===== src/rtl/router_fifo.sv =====
// Per-destination packet FIFO of the 1x3 router: data_out is registered one clock after a read edge.
// Writes while full and reads while empty are dropped; data_out blanks to zero between packets.
module router_fifo #(
  parameter int WIDTH = 8,
  parameter int DEPTH = 16,
  parameter int AW    = 4
) (
  input  logic             clock,
  input  logic             resetn,
  input  logic             soft_reset,
  input  logic             write_enb,
  input  logic             read_enb,
  input  logic             lfd_state,
  input  logic [WIDTH-1:0] data_in,
  output logic [WIDTH-1:0] data_out,
  output logic             full,
  output logic             empty
);

  typedef logic [WIDTH:0] word_t;

  word_t            mem_q [DEPTH];
  logic [AW:0]      wr_ptr_q, wr_ptr_d;
  logic [AW:0]      rd_ptr_q, rd_ptr_d;
  logic [6:0]       pkt_cnt_q, pkt_cnt_d;
  logic [WIDTH-1:0] data_out_q, data_out_d;
  logic             wr_ok;
  logic             rd_ok;
  word_t            rd_word;

  assign empty    = (wr_ptr_q == rd_ptr_q);
  assign full     = (wr_ptr_q[AW] != rd_ptr_q[AW]) &&
                    (wr_ptr_q[AW-1:0] == rd_ptr_q[AW-1:0]);
  assign wr_ok    = write_enb & ~full;
  assign rd_ok    = read_enb & ~empty;
  assign rd_word  = mem_q[rd_ptr_q[AW-1:0]];
  assign data_out = data_out_q;

  always_comb begin
    wr_ptr_d   = wr_ptr_q + {{AW{1'b0}}, wr_ok};
    rd_ptr_d   = rd_ptr_q + {{AW{1'b0}}, rd_ok};
    pkt_cnt_d  = pkt_cnt_q;
    data_out_d = data_out_q;
    if (rd_ok) begin
      data_out_d = rd_word[WIDTH-1:0];
      // Header length field excludes the header; +1 covers the trailing parity byte.
      if (rd_word[WIDTH]) begin
        pkt_cnt_d = 7'(rd_word[WIDTH-1:2]) + 7'd1;
      end else if (pkt_cnt_q != '0) begin
        pkt_cnt_d = pkt_cnt_q - 7'd1;
      end
    end else if (pkt_cnt_q == '0) begin
      data_out_d = '0;
    end
  end

  always_ff @(posedge clock) begin
    if (!resetn || soft_reset) begin
      wr_ptr_q   <= '0;
      rd_ptr_q   <= '0;
      pkt_cnt_q  <= '0;
      data_out_q <= '0;
      for (int i = 0; i < DEPTH; i++) begin
        mem_q[i] <= '0;
      end
    end else begin
      wr_ptr_q   <= wr_ptr_d;
      rd_ptr_q   <= rd_ptr_d;
      pkt_cnt_q  <= pkt_cnt_d;
      data_out_q <= data_out_d;
      if (wr_ok) begin
        mem_q[wr_ptr_q[AW-1:0]] <= {lfd_state, data_in};
      end
    end
  end

  a_not_full_and_empty: assert property (@(posedge clock) disable iff (!resetn)
    !(full && empty));

  a_depth_matches_aw: assert property (@(posedge clock) DEPTH == (1 << AW));

endmodule

===== config.mk =====
export PLATFORM = sky130hd
export DESIGN_NAME = router_fifo
export DESIGN_NICKNAME = d
export VERILOG_FILES = /design/src/rtl/router_fifo.sv
export SDC_FILE = /design/constraint.sdc
export NUM_CORES = 1
export LEC_CHECK = 0
export BUFFER_PORTS_ARGS = -buffer_cell sky130_fd_sc_hd__buf_4
export CAP_MARGIN = 20
export CORE_ASPECT_RATIO = 1.4
export CORE_MARGIN = 3
export CORE_UTILIZATION = 62
export CTS_CLUSTER_DIAMETER = 100
export DETAILED_ROUTE_END_ITERATION = 12
export PLACE_DENSITY = 0.79
export SLEW_MARGIN = 20
export SYNTH_ARGS = -nofsm -noshare
export SYNTH_HDL_FRONTEND = slang
export SYNTH_SLANG_ARGS = --single-unit

===== constraint.sdc =====
create_clock -name clock -period 5.6 [get_ports clock]
set_input_delay 1.68 -clock clock [delete_from_list [all_inputs] [get_ports clock]]
set_output_delay 1.68 -clock clock [all_outputs]
set_load 0.05 [all_outputs]

==> flow_results.org <==
** Outcome
- The flow ran to the end, and the final reports show no timing, DRC or antenna violations.

** Yosys
- and2_1 is the most common cell in the netlist.
- Share of synthesized registers carrying an async set or reset :: 0%
- Number of instances in the synthesized netlist :: 577
- Yosys printed 0 warnings.
- Summed over all instances, the cell type with the most area after synthesis is edfxtp_1.
- Most used standard cells in the synthesized netlist :: 150 x and2_1, 144 x edfxtp_1, 33 x nor2_1
- Each instance of the synthesized netlist takes up on average 13.99 um^2.
- Portion of the post-synthesis area used by sequential elements :: between 50% and 60%
- Unique masters post-synth :: 54
- Mapped Area :: 0.008074 mm^2
- Of the post-synthesis cell area, the dominant cell type holds 53.56%.
- Among all flip-flop cells after synthesis, the most frequent one is edfxtp_1.
- Cell types with the largest area share after synthesis :: edfxtp_1 54%, and2_1 12%, mux4_2 7.3%
- The number of nets handed over by synthesis was between 500 and 600.
- Counting flops with a built-in enable in the synthesized netlist gives 144.
- Flops & latches, synth :: around 170

** Clock network
- In this run, CTS created clock tree buffers numbering 17.
- Clock-pin slew was measured on the worst setup and hold paths at about 0.06 ns.
- Hold repair after CTS inserted 0 buffers.
- Clock latency reported for the late side of the worst-skew pair :: roughly 0.42 ns
- In this run the deepest clock path goes through 2 buffers.
- TritonCTS built the clock tree.
- Gates resized during post-CTS repair numbered 0.
- H-tree levels :: 4
- The tree is rooted in a clkbuf_16.
- Post-CTS setup repair buffer count :: 0
- Count of clock tree sinks :: 169

** Cells and area
- Summing all multi-input logic gate instances after layout gives 0.003003 mm^2.
- At the end of the flow, the number of nets in the layout was 620.
- Share of final-layout standard cells stronger than drive strength 1 :: 19.09%
- Sequential cell area in the final layout :: 0.004826 mm^2
- Number of diodes added for antenna fixing :: 0
- The layout has 808 filler cells.
- The area growth from synthesis to layout is 11.55%.

** Pwr
- Power Total :: 2.885 mW
- The worst-case IR drop observed on VDD is 0.0002225 V.
- Pwr dens :: 320.3 mW/mm^2
- Summed over all cells, the static leakage comes to about 3.4 nW.

** Drt
- Across all layers, the routed design uses 4847 vias.
- Number of iterations in the first detailed-routing pass :: 5
- Initial detailed-routing violation count :: 473
- In the routed design, unresolved DRC markers number 0.
- The detail route stage leaves a number of antenna-violating nets equal to 0.
- Using the TritonRoute via totals, the vias-per-cell ratio works out to ~6.4.
- The routed design has 17970 um of wire.
- In the final routed layout, each cell accounts on average for 23.55 um.

** Placed design
- Routability-driven placement finished with a final weighted congestion of 0.8403.
- Port bufs :: 23
- Once detailed placement completed, the half-perimeter wirelength came to 11760 um.

** STA
- Setup TNS :: 0 ns
- Final setup violation count :: 0
- Clock skew on the completed layout was measured at ~0.012 ns.
- Max-slew headroom at the worst pin :: 27.62%
- The number of max-slew violations in the final report came to 0.
- On the final layout, the worst hold slack is 0.4723 ns.
- Pin slew with the least headroom to its limit :: around 1.1 ns
- Derived from the worst setup path, the maximum achievable clock frequency is 273.4 MHz.
- The final critical path takes up 65.32% of the cycle.
- Counting I/O delays and the setup requirement, the final critical path takes 3.658 ns.
- Setup repair after global routing left no endpoint under its margin.
- Hold violation total from the final report :: 0

** Die
- Die Outline Area :: ~0.014 mm^2
- Row generation in the floorplan step produced 48 rows.
- In this run the vertical extent of the chip is 141.0 um.
- Standard cell core area :: 0.01255 mm^2
- Measured along the x axis, the die boundary spans 102.4 um.
- The initial utilization of the core area, before any placement, comes to 64.32%.
- In this run the count of I/O pins placed on the die edge is 24.

** Setup path
- Data on the critical path is required at its endpoint by 5.67 ns.
- Kind of critical path :: in -> reg
- Critical Path Source Type :: input pin
- In this run the worst path has a maximum fanout of 22.
- The worst setup path is captured at a register.
- Worst EP arrival :: 3.73 ns

** Global route
- Summed over all layers, the global routing overflow is 0.
- Vias in the first global route :: approximately 4800
- Entering global routing, the biggest net connects 40 pins.
- The first global-routing pass estimated ~28000 um of wire.
- Number of antenna violations at the first check in global routing :: 0
- GRT Util Overall :: between 20% and 30%

** Run
- Max-cap violations in this run came to 0.

** Worst hold path
- Hold WC Path Type :: reg -> reg
layer usage:
metal / global-route usage (%) / vias up / part of all wire [%]
met5: 0 / - / 0
met3: 6.485 / 20 / 8.6
met2: 44.86 / 230 / 53
li1: - / 2163 / -
met1: 35.10 / 2434 / 37
met4: 6.980 / 0 / 1.3
metrics by stage:
| step | utilization, % | instance area (um^2) | setup slack (ns) | std cells |
|---|---|---|---|---|
| 5_1_grt | 71.75 | 9006 | 1.770 | 763 |
| 4_1_cts | 71.75 | 9006 | 1.936 | 763 |
| 6_report | 71.75 | 9006 | 1.942 | 763 |
| 3_5_place_dp | 66.44 | 8339 | 1.578 | 731 |
| 2_1_floorplan | - | 8074 | 1.905 | 577 |
| 3_3_place_gp | 66.44 | 8339 | 1.669 | 731 |
kinds of logic (layout without fill, tap and decap cells):
| group | after synthesis | in the layout | share of synthesized area [%] |
|---|---|---|---|
| simple gates | 236 | 236 | 16.98 |
| flops | 169 | 169 | 59.76 |
| mux | 54 | 54 | 13.06 |
| compound gates | 53 | 53 | 4.479 |
| buf+inv | 43 | 79 | 3.053 |
| xor+xnor | 16 | 16 | 1.736 |
| fa+ha+maj | 6 | 6 | 0.9298 |
worst paths after layout:
| kind | from | end | slack, ns | depth (start not counted) |
|---|---|---|---|---|
| hold reg to reg | data_out[3] | data_out[3] | 0.47 | 2 |
| setup / recovery | soft_reset | mem_q[8][8] | 1.94 | 7 |
| hold / removal | data_out[3] | data_out[3] | 0.47 | 2 |
| setup reg to reg | rd_ptr_q[3] | rd_ptr_q[4] | 2.10 | 9 |
flip-flops by register name, summed over array words and instances, names as in the netlist:
name       cells
rd_ptr_q       5
wr_ptr_q       5
pkt_cnt_q      7
mem_q        144
data_out       8
worst max-delay path: stages:
cell      delay (ns)
buf_4           0.11
nor2b_1         0.12
buf_4           0.26
o211ai_1        0.20
or3b_1          0.52
nor3_2          0.40
nand2b_1        0.43
report_power, final:
group	switching, mW	internal, mW
clock	0.470	0.847
combinational	0.0915	0.0525
sequential	0.0169	1.41
total	0.579	2.31
layout by cell type (no fill, tap or decap), drive strengths merged, types with 6 or more instances in the layout:
master  count
nor2       33
nand3      12
buf        39
xor2        6
edfxtp    144
and2      150
dfxtp      25
mux2        8
ha          6
nand2b      8
mux2i       9
o21ai      15
nand2      13
a21oi      14
inv         9
clkbuf     19
bufinv      6
xnor2      10
mux4       37
layout make-up:
| cell class | count | area share [%] |
|---|---|---|
| Clock buffer | 19 | 4.918 |
| Clock inverter | 13 | 2.487 |
| Inverter | 8 | 0.3334 |
| Multi-Input combinational cell | 365 | 33.34 |
| Sequential cell | 169 | 53.58 |
| Tap cell | 150 | 2.084 |
| Timing Repair Buffer | 39 | 3.251 |
(Power assumes the default switching activity.)
